[config.mk]
export PLATFORM = sky130hd
export DESIGN_NAME = cpu6_trap_ctrl
export DESIGN_NICKNAME = d
export VERILOG_FILES = /design/src/rtl/cpu6_trap_ctrl_pkg.sv /design/src/rtl/cpu6_trap_ctrl_irq_pri.sv /design/src/rtl/cpu6_trap_ctrl.sv
export SDC_FILE = /design/constraint.sdc
export NUM_CORES = 1
export LEC_CHECK = 0
export CORE_AREA = 2 2 92 94
export DETAILED_ROUTE_END_ITERATION = 10
export DIE_AREA = 0 0 94 96
export PLACE_DENSITY_LB_ADDON = 0.12
export SLEW_MARGIN = 20
export SYNTH_ARGS = -nofsm -noshare
export SYNTH_HDL_FRONTEND = slang
export SYNTH_SLANG_ARGS = --single-unit
[constraint.sdc]
create_clock -name clk -period 2.2 [get_ports clk]
set_input_delay 0.44 -clock clk [delete_from_list [all_inputs] [get_ports clk]]
set_output_delay 0.44 -clock clk [all_outputs]
set_load 0.01 [all_outputs]
[src/rtl/cpu6_trap_ctrl_pkg.sv]
// Shared trap-controller encodings: FSM states, interrupt cause codes, drain counter sizing.
package cpu6_trap_ctrl_pkg;

   typedef enum logic [1:0] {
      CPU6_TRAP_IDLE  = 2'd0,
      CPU6_TRAP_DRAIN = 2'd1,
      CPU6_TRAP_TRAP  = 2'd2
   } trapState_t;

   localparam int                       CPU6_TRAP_CNT_W     = 4;
   localparam logic [CPU6_TRAP_CNT_W-1:0] CPU6_TRAP_CNT_MAX = '1;
   localparam logic [31:0]              CPU6_TRAP_CAUSE_EXT = 32'h8000_000B;
   localparam logic [31:0]              CPU6_TRAP_CAUSE_TMR = 32'h8000_0007;

endpackage

[src/rtl/cpu6_trap_ctrl_irq_pri.sv]
// Interrupt qualification and priority encode (external beats timer); purely combinational.
module cpu6_irq_pri
   import cpu6_trap_ctrl_pkg::*;
(
   input  logic        tmrIrq,
   input  logic        extIrq,
   input  logic        mtie,
   input  logic        meie,
   input  logic        mie,
   output logic        pending,
   output logic [31:0] cause
);

   logic pendingExt;
   logic pendingTmr;

   assign pendingExt = extIrq & meie & mie;
   assign pendingTmr = tmrIrq & mtie & mie;
   assign pending    = pendingExt | pendingTmr;

   always_comb begin
      cause = 32'h0;
      if (pendingExt)      cause = CPU6_TRAP_CAUSE_EXT;
      else if (pendingTmr) cause = CPU6_TRAP_CAUSE_TMR;
   end

endmodule

[src/rtl/cpu6_trap_ctrl.sv]
// Interrupt trap sequencer: drains the pipeline, then emits one trap cycle (mepc/mcause/vector).
// MRET is handled combinationally in IDLE; a drain that never acks times out back to IDLE.
module cpu6_trap_ctrl
   import cpu6_trap_ctrl_pkg::*;
(
   input  logic        clk,
   input  logic        reset,
   input  logic        tmr_irq_r,
   input  logic        ext_irq_r,
   input  logic        csr_mtie_r,
   input  logic        csr_meie_r,
   input  logic        csr_mstatus_mie_r,
   input  logic [31:0] csr_mtvec,
   input  logic [31:0] csr_mepc,
   input  logic [31:0] resume_pc,
   input  logic        mret_decE,
   input  logic        empty_pipeline_ackW,
   output logic        empty_pipeline_reqE,
   output logic        stallF,
   output logic [31:0] excp_pc,
   output logic        excp_pc_ena,
   output logic [31:0] excp_mepc,
   output logic        excp_mepc_ena,
   output logic [31:0] excp_mcause,
   output logic        mret_ena,
   output logic        drain_timeout
);

   trapState_t                 state;
   trapState_t                 nextState;
   logic [31:0]                savedPc;
   logic [31:0]                savedCause;
   logic [CPU6_TRAP_CNT_W-1:0] drainCnt;
   logic                       drainTimeout;
   logic                       irqPending;
   logic [31:0]                irqCause;

   cpu6_irq_pri uIrqPri (
      .tmrIrq  (tmr_irq_r),
      .extIrq  (ext_irq_r),
      .mtie    (csr_mtie_r),
      .meie    (csr_meie_r),
      .mie     (csr_mstatus_mie_r),
      .pending (irqPending),
      .cause   (irqCause)
   );

   always_ff @(posedge clk) begin
      if (reset) begin
         state        <= CPU6_TRAP_IDLE;
         savedPc      <= 32'h0;
         savedCause   <= 32'h0;
         drainCnt     <= '0;
         drainTimeout <= 1'b0;
      end else begin
         state <= nextState;
         case (state)
            CPU6_TRAP_IDLE: begin
               // The trap is committed here; later irq deassertion cannot cancel it.
               if (!mret_decE && irqPending) begin
                  savedPc    <= resume_pc;
                  savedCause <= irqCause;
                  drainCnt   <= '0;
               end
            end
            CPU6_TRAP_DRAIN: begin
               if (!empty_pipeline_ackW) begin
                  if (drainCnt == CPU6_TRAP_CNT_MAX) drainTimeout <= 1'b1;
                  else                               drainCnt     <= drainCnt + 1'b1;
               end
            end
            default: ;
         endcase
      end
   end

   always_comb begin
      nextState           = state;
      empty_pipeline_reqE = 1'b0;
      stallF              = 1'b0;
      excp_pc             = 32'h0;
      excp_pc_ena         = 1'b0;
      excp_mepc           = 32'h0;
      excp_mepc_ena       = 1'b0;
      excp_mcause         = 32'h0;
      mret_ena            = 1'b0;
      // Reset gates every output so an aborted drain/trap never leaks a strobe.
      if (!reset) begin
         case (state)
            CPU6_TRAP_IDLE: begin
               if (mret_decE) begin
                  mret_ena    = 1'b1;
                  excp_pc     = csr_mepc;
                  excp_pc_ena = 1'b1;
               end else if (irqPending) begin
                  nextState = CPU6_TRAP_DRAIN;
               end
            end
            CPU6_TRAP_DRAIN: begin
               stallF              = 1'b1;
               empty_pipeline_reqE = (drainCnt == '0);
               if (empty_pipeline_ackW)                 nextState = CPU6_TRAP_TRAP;
               else if (drainCnt == CPU6_TRAP_CNT_MAX)  nextState = CPU6_TRAP_IDLE;
            end
            CPU6_TRAP_TRAP: begin
               stallF        = 1'b1;
               excp_mepc     = savedPc;
               excp_mepc_ena = 1'b1;
               excp_mcause   = savedCause;
               excp_pc       = csr_mtvec;
               excp_pc_ena   = 1'b1;
               nextState     = CPU6_TRAP_IDLE;
            end
            default: nextState = CPU6_TRAP_IDLE;
         endcase
      end
   end

   assign drain_timeout = drainTimeout & ~reset;

endmodule
==> run_results.csv <==
group,metric,value,unit
placed_design,gp_congestion,0.8127,
critical_path,crit_slowest_cell,"dfxtp_2",
pwr,power_frac_seq,43.9,%
yosys,async_reset_ff_share,0,%
global_route,grt_pass1_vias,2857,
critical_path,crit_type,"reg2out",
sta,setup_violations,0,
detailed_routing,ant_nets,0,
sta,fin_skew,0.004932,ns
cells_and_area,fin_util,58.54,%
floorplanning,ioPinCount,207,
yosys,syn_area,0.002635,mm²
clock_tree,max-clock-path-buffers,2,
sta,period_share,97.36,%
yosys,yosys.area.top_type,"dfxtp_1",
sta,report.final.slew_viol_count,0,
yosys,synth_top_area_share,31.91,%
global_route,track_usage,19.64,%
cells_and_area,area_growth,78.87,%
job,drv_cap,0,
clock_tree,cts_hold_buf,0,
pwr,max-vdd-ir-drop,226.0,µV
detailed_routing,routed_wl,9.258,mm
detailed_routing,viasPerCell,4.710,
cells_and_area,diodes,0,
clock_tree,htree_num_levels,2,
floorplanning,die_w,94,µm
cells_and_area,fillers,808,
yosys,yosysUniqueCellTypes,39,
critical_path,crit_path_cell_trace,"inv_4 > ha_4 > buf_4 > o21ai_4 > buf_12 > buf_16 > nor2_1 > clkdlybuf4s15_1",
global_route,antenna_found_initial,0,
detailed_routing,drtPass1Iterations,5,
detailed_routing,vias,3104,
critical_path,crit_arrival,1.70,ns
global_route,grt_pass1_wl,13.90,mm
critical_path,worstSetupEndpointType,"primary output",
clock_tree,clk-insertion-delay-late,0.29,ns
yosys,syn-instance-count,369,
floorplanning,die_y,96,µm
global_route,grt_overflow,0,
outcome,status,"finished clean",
yosys,synth-seq-cells,42,
pwr,swShare,27.20,%
pwr,p_int,0.001314,W
sta,hold_ws,0.4500,ns
clock_tree,cts_made_buffers,5,
clock_tree,cts_tree,"done",
detailed_routing,wl_per_cell,14.05,µm
worst_hold_path,hold_class,"reg2reg",
sta,fmax,0.4669,GHz
critical_path,start_kind,"flip-flop",
detailed_routing,drc,0,
pwr,p_leak,1.972,nW
yosys,ys_seq_area_share,31.91,%
floorplanning,die_area,0.009024,mm²
pwr,combPwrFrac,29.2,%
floorplanning,initial_utilization,32.73,%
placed_design,io_buffers,179,
pwr,power.switching,0.0004907,W
yosys,synth_edf_count,0,
pwr,power_density,382.8,mW/mm²
clock_tree,clk_pin_slew,0.08,ns
global_route,grt_max_degree,34,
sta,rsz0062_at_grt,"yes",
sta,min_period,2.142,ns
critical_path,cp.required,1.76,ns
clock_tree,clock-sinks,42,
critical_path,slowest_delay,0.36,ns
sta,final_hold_viol_count,0,
detailed_routing,drt_iter0_drc,140,
yosys,ys_warn_count,0,
pwr,pwr-share-clk,26.9,%
yosys,synth_area_leaders,"dfxtp_1 32%, a22oi_1 9.4%, nand2_1 9.4%",
yosys,synthFlopType,"dfxtp_1",
floorplanning,core_area,0.008051,mm²
clock_tree,cts-root-buf,"clkbuf_8",
critical_path,crit_path_max_fanout,7,
placed_design,dp_hpwl,6.622,mm
cells_and_area,nNetsFinal,663,
floorplanning,rows,33,
cells_and_area,post_route_cells_drive_above_1_share,18.41,%
yosys,syn_avg_cell_area,7.141,µm²
-- critical path, delay by kind of cell (launching register included) --
kind	cells	cell delay [ns]
and+or+nand+nor	1	0.04
DFF	1	0.36
buffers and inverters	5	0.69
AOI/OAI and AO/OA	1	0.15
adders and majority gates	1	0.16
-- registers in the layout, summed over array words and instances (netlist names) --
register and flops:
savedPc 32, drainCnt 4, savedCause 3, state 2, drainTimeout 1
-- layout by cell type, fill, tap and decap left out, types with 3 or more instances in the layout --
master,instances
clkbuf_2,14
ha_1,3
inv_1,5
nor2b_1,3
dfxtp_1,40
and2_1,36
buf_2,20
clkbuf_8,5
a22oi_1,33
clkdlybuf4s50_1,105
conb_1,27
nor2_1,37
a21oi_1,36
o21ai_0,8
nand3_1,4
clkdlybuf4s15_1,11
buf_12,5
dlygate4sd2_1,12
clkdlybuf4s15_2,17
nand2_1,66
buf_4,18
buf_16,4
-- kinds of logic (layout without fill, tap and decap cells) --
family / count (synthesis) / in the layout / share of synthesized area [%]
compound gates: 91 / 91 / 21.84
flops: 42 / 42 / 31.91
simple gates: 165 / 165 / 29.77
fa+ha+maj: 5 / 5 / 2.374
buf+inv: 65 / 224 / 13.96
other cells: 1 / 27 / 0.1423
-- cell usage after synthesis (2+ instances only) --
cell	count
a211oi_1	2
a21oi_1	36
a22oi_1	33
a31oi_1	2
and2_1	38
buf_2	9
buf_4	30
clkbuf_1	19
dfxtp_1	42
ha_1	5
inv_1	7
nand2_1	66
nand2b_1	2
nand3_1	4
nor2_1	37
nor2b_1	4
nor4_1	2
o21a_1	2
o21ai_0	8
or2_2	2
-- layer usage --
layer	share of wire (%)	GRT usage [%]	routed length, µm	up-vias
li1	-	-	-	1552
met5	0	0	0	-
met4	0.79	3.986	73	0
met3	11	5.638	995	5
met2	51	36.73	4748	168
met1	37	22.25	3440	1379
-- timing repair --
action | 4_1_cts | 5_1_grt
buffers inserted | 4 | 1
endpoints found under the setup margin | 73 | 61
resized for setup | 195 | 28
pin swaps | 2 | 2
cloned | 5 | 1
-- per-stage QoR --
stage / area [µm²] / power (W) / TNS [ns] / setup slack, ns / cells
2_1_floorplan: 2733 / 0.001027 / 0 / 0.2243 / 395
3_3_place_gp: 4514 / 0.001306 / -9.496 / -0.3210 / 640
3_5_place_dp: 4514 / 0.001308 / -9.767 / -0.3643 / 640
4_1_cts: 4790 / 0.001828 / -0.04764 / -0.04764 / 657
5_1_grt: 4713 / 0.001911 / -0.04318 / -0.01409 / 659
6_report: 4713 / 0.001804 / 0 / 0.05810 / 659
-- final timing paths --
check	start	to	slack (ns)	cells past startpoint
worst min-delay path	savedPc[24]$_SDFFE_PP0P_	savedPc[24]$_SDFFE_PP0P_	0.45	2
worst max register to register	state[0]$_SDFFE_PP0P_	drainCnt[3]$_SDFFE_PP0P_	0.30	8
worst max-delay path	state[0]$_SDFFE_PP0P_	excp_pc[31]	0.06	8
worst min register to register	savedPc[24]$_SDFFE_PP0P_	savedPc[24]$_SDFFE_PP0P_	0.45	2
-- power groups by stage --
| stage | clock network [W] | logic, W | registers (W) |
|---|---|---|---|
| 2_1_floorplan | 0 | 0.000219 | 0.000808 |
| 3_3_place_gp | 0 | 0.000496 | 0.000809 |
| 3_5_place_dp | 0 | 0.000498 | 0.000810 |
| 4_1_cts | 0.000505 | 0.000530 | 0.000793 |
| 5_1_grt | 0.000543 | 0.000572 | 0.000796 |
| 6_report | 0.000485 | 0.000528 | 0.000792 |
-- layout make-up --
cell class | instances | area (µm²) | share of cell area [%]
multi-input combinational | 288 | 1579 | 33.50
clock buffer | 6 | 72.57 | 1.540
sequential | 42 | 845.8 | 17.95
timing repair buffer | 209 | 2042 | 43.32
tap | 105 | 131.4 | 2.787
clock inverter | 2 | 13.76 | 0.2920
inverter | 7 | 28.78 | 0.6106
Power figures use the tool's default switching activity.
